--- config.mk ---
export PLATFORM = sky130hd
export DESIGN_NAME = alu_req_sched_flat
export DESIGN_NICKNAME = d
export VERILOG_FILES = /design/src/rtl/alu_req_sched_if.sv /design/src/rtl/alu_req_sched.sv /design/src/flat_wrapper.sv
export SDC_FILE = /design/constraint.sdc
export NUM_CORES = 1
export LEC_CHECK = 0
export ABC_CLOCK_PERIOD_IN_PS = 3420
export CAP_MARGIN = 20
export CORE_MARGIN = 2
export CORE_UTILIZATION = 44
export DETAILED_ROUTE_END_ITERATION = 7
export PLACE_DENSITY_LB_ADDON = 0.2
export SYNTH_ARGS = -nofsm -noshare
export SYNTH_HDL_FRONTEND = slang
export SYNTH_SLANG_ARGS = --single-unit
--- constraint.sdc ---
create_clock -name clk -period 3.42 [get_ports clk]
set_input_delay 0.684 -clock clk [delete_from_list [all_inputs] [get_ports clk]]
set_output_delay 0.684 -clock clk [all_outputs]
set_load 0.02 [all_outputs]
--- src/rtl/alu_req_sched_if.sv ---
// -----------------------------------------------------------------------------
// alu_req_sched_if
// Command and response bundle for alu_req_sched.
//   r0_* / r1_* : per-requester command channel (valid/ready, op, a, b, cnt)
//   rsp_*       : shared response channel (valid/ready, id, r, cf)
// Modports:
//   master : requester/consumer side (drives commands and rsp_ready)
//   slave  : scheduler side (drives readies and the response)
// -----------------------------------------------------------------------------
interface alu_req_sched_if #(
  parameter int W     = 4,
  parameter int CNT_W = 2
);
  logic             r0_valid;
  logic             r0_ready;
  logic [1:0]       r0_op;
  logic [W-1:0]     r0_a;
  logic [W-1:0]     r0_b;
  logic [CNT_W-1:0] r0_cnt;

  logic             r1_valid;
  logic             r1_ready;
  logic [1:0]       r1_op;
  logic [W-1:0]     r1_a;
  logic [W-1:0]     r1_b;
  logic [CNT_W-1:0] r1_cnt;

  logic             rsp_valid;
  logic             rsp_ready;
  logic             rsp_id;
  logic [W-1:0]     rsp_r;
  logic             rsp_cf;

  modport master (
    output r0_valid, r0_op, r0_a, r0_b, r0_cnt,
    output r1_valid, r1_op, r1_a, r1_b, r1_cnt,
    output rsp_ready,
    input  r0_ready, r1_ready,
    input  rsp_valid, rsp_id, rsp_r, rsp_cf
  );

  modport slave (
    input  r0_valid, r0_op, r0_a, r0_b, r0_cnt,
    input  r1_valid, r1_op, r1_a, r1_b, r1_cnt,
    input  rsp_ready,
    output r0_ready, r1_ready,
    output rsp_valid, rsp_id, rsp_r, rsp_cf
  );
endinterface

--- src/rtl/alu_req_sched.sv ---
// -----------------------------------------------------------------------------
// alu_req_sched
// Shares one external W-bit ALU between two requesters. Each accepted command
// runs cnt+1 ALU iterations with the result fed back as operand A and B held;
// the final result and a sticky carry are returned on the shared response
// channel tagged with the requester id. Arbitration is round-robin.
// Ports:
//   clk, reset  : rising-edge clock, asynchronous active-high reset
//   bus         : alu_req_sched_if.slave (both command channels + response)
//   busy        : high whenever the scheduler is not idle
//   alu_op/a/b  : drive the external ALU (zero outside execution)
//   alu_r/cf    : combinational result and carry from the external ALU
// -----------------------------------------------------------------------------
module alu_req_sched #(
  parameter int W     = 4,
  parameter int CNT_W = 2
) (
  input  logic                 clk,
  input  logic                 reset,
  alu_req_sched_if.slave       bus,
  output logic                 busy,
  output logic [1:0]           alu_op,
  output logic [W-1:0]         alu_a,
  output logic [W-1:0]         alu_b,
  input  logic [W-1:0]         alu_r,
  input  logic                 alu_cf
);

  typedef enum logic [1:0] {
    IDLE = 2'd0,
    EXEC = 2'd1,
    RESP = 2'd2
  } state_t;

  state_t           state;
  logic             last_grant;
  logic             id_reg;
  logic [1:0]       op_reg;
  logic [W-1:0]     acc;
  logic [W-1:0]     b_reg;
  logic [CNT_W-1:0] iter;
  logic             cf_acc;

  logic             pref;
  logic             pref_valid;
  logic             other_valid;
  logic             gnt_valid;
  logic             gnt_id;
  logic             take;
  logic [1:0]       sel_op;
  logic [W-1:0]     sel_a;
  logic [W-1:0]     sel_b;
  logic [CNT_W-1:0] sel_cnt;

  // Round-robin: the requester that was not served last wins a tie.
  assign pref        = ~last_grant;
  assign pref_valid  = pref ? bus.r1_valid : bus.r0_valid;
  assign other_valid = pref ? bus.r0_valid : bus.r1_valid;

  always_comb begin
    // NOTE: every always_comb output gets a default first so no path can
    // leave it unassigned and infer a latch.
    gnt_valid = 1'b0;
    gnt_id    = 1'b0;
    if (pref_valid) begin
      gnt_valid = 1'b1;
      gnt_id    = pref;
    end else if (other_valid) begin
      gnt_valid = 1'b1;
      gnt_id    = ~pref;
    end
  end

  // Readies are held low while reset is asserted so nothing is accepted
  // until the block is released.
  assign take         = (state == IDLE) && !reset && gnt_valid;
  assign bus.r0_ready = take && !gnt_id;
  assign bus.r1_ready = take &&  gnt_id;

  assign sel_op  = gnt_id ? bus.r1_op  : bus.r0_op;
  assign sel_a   = gnt_id ? bus.r1_a   : bus.r0_a;
  assign sel_b   = gnt_id ? bus.r1_b   : bus.r0_b;
  assign sel_cnt = gnt_id ? bus.r1_cnt : bus.r0_cnt;

  // The ALU sees the working operands only while iterating; it is parked at
  // add 0,0 otherwise.
  always_comb begin
    alu_op = 2'b00;
    alu_a  = '0;
    alu_b  = '0;
    if (state == EXEC) begin
      alu_op = op_reg;
      alu_a  = acc;
      alu_b  = b_reg;
    end
  end

  always_ff @(posedge clk or posedge reset) begin
    if (reset) begin
      // NOTE: the datapath registers are reset too, so a command cut short
      // by reset leaves no stale operands behind.
      state         <= IDLE;
      last_grant    <= 1'b1;
      id_reg        <= 1'b0;
      op_reg        <= 2'b00;
      acc           <= '0;
      b_reg         <= '0;
      iter          <= '0;
      cf_acc        <= 1'b0;
      busy          <= 1'b0;
      bus.rsp_valid <= 1'b0;
      bus.rsp_id    <= 1'b0;
      bus.rsp_r     <= '0;
      bus.rsp_cf    <= 1'b0;
    end else begin
      // NOTE: non-blocking assignments so every register samples the
      // pre-edge value of the others, independent of statement order.
      case (state)
        IDLE: begin
          if (take) begin
            op_reg     <= sel_op;
            b_reg      <= sel_b;
            iter       <= sel_cnt;
            acc        <= sel_a;
            cf_acc     <= 1'b0;
            id_reg     <= gnt_id;
            last_grant <= gnt_id;
            busy       <= 1'b1;
            state      <= EXEC;
          end
        end
        EXEC: begin
          acc    <= alu_r;
          cf_acc <= cf_acc | alu_cf;
          if (iter == '0) begin
            bus.rsp_r     <= alu_r;
            bus.rsp_cf    <= cf_acc | alu_cf;
            bus.rsp_id    <= id_reg;
            bus.rsp_valid <= 1'b1;
            state         <= RESP;
          end else begin
            // Only decremented while non-zero, so the count never wraps.
            iter <= iter - CNT_W'(1);
          end
        end
        RESP: begin
          if (bus.rsp_ready) begin
            bus.rsp_valid <= 1'b0;
            busy          <= 1'b0;
            state         <= IDLE;
          end
        end
        default: begin
          state <= IDLE;
        end
      endcase
    end
  end

endmodule

--- src/flat_wrapper.sv ---
// flat-port wrapper written by rule: the top's interface ports become plain ports
module alu_req_sched_flat 
#(
  parameter int W     = 4,
  parameter int CNT_W = 2
)
  (clk, reset, busy, alu_op, alu_a, alu_b, alu_r, alu_cf, bus_r0_valid, bus_r0_op, bus_r0_a, bus_r0_b, bus_r0_cnt, bus_r1_valid, bus_r1_op, bus_r1_a, bus_r1_b, bus_r1_cnt, bus_rsp_ready, bus_r0_ready, bus_r1_ready, bus_rsp_valid, bus_rsp_id, bus_rsp_r, bus_rsp_cf);
  alu_req_sched_if #(.W(W), .CNT_W(CNT_W)) bus_i ();
  input  logic clk;
  input  logic reset;
  output logic busy;
  output logic [1:0] alu_op;
  output logic [W-1:0] alu_a;
  output logic [W-1:0] alu_b;
  input  logic [W-1:0] alu_r;
  input  logic alu_cf;
  input wire logic [$bits(bus_i.r0_valid)-1:0] bus_r0_valid;
  input wire logic [$bits(bus_i.r0_op)-1:0] bus_r0_op;
  input wire logic [$bits(bus_i.r0_a)-1:0] bus_r0_a;
  input wire logic [$bits(bus_i.r0_b)-1:0] bus_r0_b;
  input wire logic [$bits(bus_i.r0_cnt)-1:0] bus_r0_cnt;
  input wire logic [$bits(bus_i.r1_valid)-1:0] bus_r1_valid;
  input wire logic [$bits(bus_i.r1_op)-1:0] bus_r1_op;
  input wire logic [$bits(bus_i.r1_a)-1:0] bus_r1_a;
  input wire logic [$bits(bus_i.r1_b)-1:0] bus_r1_b;
  input wire logic [$bits(bus_i.r1_cnt)-1:0] bus_r1_cnt;
  input wire logic [$bits(bus_i.rsp_ready)-1:0] bus_rsp_ready;
  output wire logic [$bits(bus_i.r0_ready)-1:0] bus_r0_ready;
  output wire logic [$bits(bus_i.r1_ready)-1:0] bus_r1_ready;
  output wire logic [$bits(bus_i.rsp_valid)-1:0] bus_rsp_valid;
  output wire logic [$bits(bus_i.rsp_id)-1:0] bus_rsp_id;
  output wire logic [$bits(bus_i.rsp_r)-1:0] bus_rsp_r;
  output wire logic [$bits(bus_i.rsp_cf)-1:0] bus_rsp_cf;
  assign bus_i.r0_valid = bus_r0_valid;
  assign bus_i.r0_op = bus_r0_op;
  assign bus_i.r0_a = bus_r0_a;
  assign bus_i.r0_b = bus_r0_b;
  assign bus_i.r0_cnt = bus_r0_cnt;
  assign bus_i.r1_valid = bus_r1_valid;
  assign bus_i.r1_op = bus_r1_op;
  assign bus_i.r1_a = bus_r1_a;
  assign bus_i.r1_b = bus_r1_b;
  assign bus_i.r1_cnt = bus_r1_cnt;
  assign bus_i.rsp_ready = bus_rsp_ready;
  assign bus_r0_ready = bus_i.r0_ready;
  assign bus_r1_ready = bus_i.r1_ready;
  assign bus_rsp_valid = bus_i.rsp_valid;
  assign bus_rsp_id = bus_i.rsp_id;
  assign bus_rsp_r = bus_i.rsp_r;
  assign bus_rsp_cf = bus_i.rsp_cf;
  alu_req_sched #(.W(W), .CNT_W(CNT_W)) u_core (.clk(clk), .reset(reset), .bus(bus_i), .busy(busy), .alu_op(alu_op), .alu_a(alu_a), .alu_b(alu_b), .alu_r(alu_r), .alu_cf(alu_cf));
endmodule
* After elaboration in Yosys (flattened, before gate mapping)
Cells that the tools add are included.
Cells by class: add/subtract/negate cells 1, eq/ne operators 6, mux-type cells 29, bitwise operators 2, reductions and logical operators 18
Operators by type and width (count):
- two-way mux 4 bit | 5
- two-way mux 2 bit | 8
- AND reduction 3 bit | 4
- two-way mux 1 bit | 10
- case mux 4 bit (2 select lines) | 1
- != test 2 bit, second input constant | 3
- case mux 1 bit (2 select lines) | 3
- case mux 2 bit (3 select lines) | 1
- AND reduction 2 bit | 3
- nonzero test 2 bit | 3
- logical AND 1 bit | 4
- logical NOT 2 bit | 2
- case mux 2 bit (2 select lines) | 1
- equality test 2 x 1 -> 1 bit, second input constant | 1
- equality test 2 bit, second input constant | 1
- logical NOT 1 bit | 2
- != test 2 x 1 -> 1 bit, second input constant | 1
- subtractor 2 x 1 -> 2 bit, second input constant | 1
- NOT 1 bit | 1
- bitwise OR 1 bit | 1
Storage, ports and cells: register bits 25, output and inout port bits 20

* Longest topological paths before layout
depth after elaboration 6, depth in mapped cells 6

* Worst setup path after synthesis
OpenSTA, ideal clock, no wires.
path type input -> output, start point input port bus_r1_valid, end point output port bus_r1_ready, arrival 1.430 ns, required time 2.736 ns, slack 1.306 ns, stages 4, buffers on the path 2, cells stage by stage a21boi_1 buf_4 and2_1 clkbuf_1
On the way: longest elaborated chain between the ends 5, elaborated cells on any way between the ends 8
RTL lines:
- start, declared | RTL line flat_wrapper.sv:22 | input wire logic [$bits(bus_i.r1_valid)-1:0] bus_r1_valid;
- two-way mux 1 bit | RTL line alu_req_sched.sv:58 | assign other_valid = pref ? bus.r0_valid : bus.r1_valid;
- two-way mux 1 bit | RTL line alu_req_sched.sv:68 | end else if (other_valid) begin
- two-way mux 1 bit | RTL line alu_req_sched.sv:65 | if (pref_valid) begin
- logical AND 1 bit | RTL line alu_req_sched.sv:76 | assign take = (state == IDLE) && !reset && gnt_valid;
- logical AND 1 bit * | RTL line alu_req_sched.sv:78 | assign bus.r1_ready = take && gnt_id;
- end, declared | RTL line flat_wrapper.sv:29 | output wire logic [$bits(bus_i.r1_ready)-1:0] bus_r1_ready;
Mark *: on every way between the ends. The rest lies on a longest branch, timed or not.

* Worst setup path after layout
start point input port reset, end point output port bus_r0_ready
On the way: longest elaborated chain between the ends 4
RTL lines:
- start, declared | RTL line flat_wrapper.sv:10 | input logic reset;
- logical NOT 1 bit | RTL line alu_req_sched.sv:76
- logical AND 1 bit (2 in a row) | RTL line alu_req_sched.sv:76
- logical AND 1 bit | RTL line alu_req_sched.sv:77 | assign bus.r0_ready = take && !gnt_id;
- end, declared | RTL line flat_wrapper.sv:28 | output wire logic [$bits(bus_i.r0_ready)-1:0] bus_r0_ready;
Every way passes these cells.

==> summary.txt <==
CTS Buf Count: 3
Chip height: 56.5 µm
Clk_skew: 3.30 ps
ANT cells: 0
Sw Share: 40.0%
Final Cycle Share: 89.0%
F_max: 0.329 GHz
Dpl hpwl: 2300 µm
Met3 WL: 218 µm
Vias/cell: 5.26
Met2 wire len: 1460 µm
Die area: 3190 µm²
Worst slack, placed: 390 ps
Status: finished clean
DRT iter0 DRCs: 37
Critical path's slowest cell: clkdlybuf4s50_1
Pin count of the biggest net entering global routing: 26
Post-CTS Setup Inserts: 0
Register area share after synthesis: 51.7%
Top-area cell type share of the netlist area: 49.5%
Cell accounting for the most synthesized area: dfrtp_1
Congestion Overflow GR: 0
Hold_buf cts: 0
RSZ-0062 raised after global routing: false
Final GP Congestion: 0.735
IO Count: 54
Vias in the first global route: 1103
Power, Total: 1530 µW
Largest delay share family, worst path: buffers and inverters
Crit-path cells: clkdlybuf4s50_1 > nor3_1 > and3_1 > clkdlybuf4s50_1
Post-route ant nets: 0
Tightest Hold Check Type: flop to flop
WL met1: 1210 µm
Final setup viols: 0
Clock root buffer: clkbuf_4
Syn_nets: 155
Sequential group share of total power: 34.6%
Top cells by area, synth: dfrtp_1 (50%), mux2i_1 (6.6%), and2_1 (5.7%), mux2_2 (4.6%), nand2_1 (4.0%)
Die W: 56.5 µm
DP Cell Count: 199
PortBufs: 53
PwrDens: 841 nW/µm²
Maximum VDD drop: 0.607 mV
CP Class: primary input to primary output
FF+latch count, synth: 25
Crit. End Element: primary output
CTS Buffer Depth: 2
Worst Path Arrival: 2360 ps
Area after DPL: 1760 µm²
CP required: 2740 ps
Top Metal Used: met4
Initial antenna violation count: 0
P_int: 917 µW
Mapped cell area: 1210 µm²
Leakage: 0.000792 µW
Startpoint types: primary input
Ys flop type: dfrtp_1
Global-route wire length before repair: 5090 µm
Residual DRC count: 0
Slew margin rel.: 63.1%
# nets final: 209
DR WL/cell: 14.6 µm
Total of max-cap violations: 0
Buf/Inv on CP: 2
CTS tree: yes
Cell Count, Final, Fillers Out: 204
Net switching power: 611 µW
Cts repair resizes: 0
Pins Over Slew Limit: 0
CP peak stage delay: 660 ps
CTS sink cnt: 25
Clock power share: 8.6%
Post-synth EDFFs: 0
Worst setup margin: 377 ps
Number of distinct library cells after synthesis: 29
Fraction of layout instances using a drive strength above 1: 8.67%
CP dominant cell by count: clkdlybuf4s50_1
Async SR Flop Fraction: 100%
Clock latency on the worst-skew pair: 320 ps
Synth-to-layout area growth: 49.9%
Core box area: 2690 µm²
Crit path time final: 3040 ps
H-tree Lvls: 1
DR vias: 1074
Total track usage: 21.1%
Combinational Power Share: 56.8%
Setup TNS: 0 ps
Worst-path maximum fanout: 6
Num rows: 19
Worst Max-Slew Pin Slew: 553 ps
Endpoints failing hold: 0
Fin area: 1820 µm²
Drt first pass iters: 6
Synthesis Warnings: 0
Synthesized instance count: 120
Clk slew on worst S/H paths: 130 ps
Synthesized area per cell: 10.1 µm²
Initial Utilization: 45.1%
Routed Wire Length: 2970 µm
-- cell families after synthesis --
kind of cell | Yosys count | share of synthesized area [%]
adders and majority gates | 1 | 1.03
and+or+nand+nor | 43 | 17.1
muxes | 14 | 12.5
buffers and inverters | 13 | 4.64
AOI/OAI and AO/OA | 24 | 13.0
DFF | 25 | 51.7
-- synth_stat cells, types with 2 or more instances --
cell and instances:
a21o_1 2, a21oi_1 8, a222oi_1 4, and2_1 11, buf_2 2, clkbuf_1 3, dfrtp_1 24, inv_1 5
mux2_2 5, mux2i_1 8, nand2_1 13, nand3_1 2, nor2_1 11, o21ai_0 5, o21bai_1 2, or4_1 2
-- through the flow --
stage	hold WS, ps	util, %
after CTS	495	66.7
after detailed placement	464	65.6
after global placement	456	65.6
after floorplan	438	-
after global routing	509	67.7
final	489	67.7
-- worst min-delay path: stages (launching register included) --
cell	delay [ps]
dfrtp_1	360
nand2_1	50
nand2_1	50
-- power by group through the flow --
stage	Clock (µW)	Combinational (µW)	Sequential, µW
6_report	131	868	529
3_5_place_dp	0	870	537
2_1_floorplan	0	479	561
4_1_cts	136	875	529
5_1_grt	152	954	548
3_3_place_gp	0	843	523
-- metal layers --
metal  GRT usage, %  vias up
met5              0        -
met4           9.86        0
met3           7.14       10
met2           32.6       42
met1           26.4      505
li1               -      517
-- cell type report --
| class | count | area [µm²] |
|---|---|---|
| repair buffers | 56 | 573 |
| well taps | 31 | 38.8 |
| clock inverters | 1 | 5.00 |
| inverters | 6 | 22.5 |
| clock buffers | 3 | 22.5 |
| flip-flops and latches | 25 | 627 |
| multi-input cells | 82 | 529 |
| fillers | 220 | 868 |
-- path summary, 6_finish.rpt --
check                                      from                 to  slack (ps)  cells past startpoint
worst max-delay path                      reset       bus_r0_ready         380                      4
worst min-delay path              u_core.acc[0]      u_core.acc[0]         490                      2
worst max register to register  u_core.state[1]   u_core.op_reg[0]        1800                      4
worst min register to register    u_core.acc[0]      u_core.acc[0]         490                      2
max in group asynchronous                 reset  u_core.last_grant        2360                      3
min in group asynchronous                 reset        u_core.busy         620                      2
-- cells in the final DEF (no fill, tap or decap), drive strengths merged --
master,synthesis,final
clkdlybuf4s50,0,53
dfrtp,24,24
nand2,13,13
nor2,11,11
and2,11,11
mux2i,8,8
a21oi,8,8
inv,6,6
mux2,6,6
o21ai,5,5
a222oi,4,4
clkbuf,4,3
buf,3,3
nand3,2,2
o21bai,2,2
a21o,2,2
or4,2,2
nor3,1,1
o21a,1,1
a21boi,1,1
nor2b,1,1
nand2b,1,1
and3,1,1
o211ai,1,1
ha,1,1
clkinv,0,1
dfstp,1,1
No activity file was read; power rests on OpenSTA's default activity.
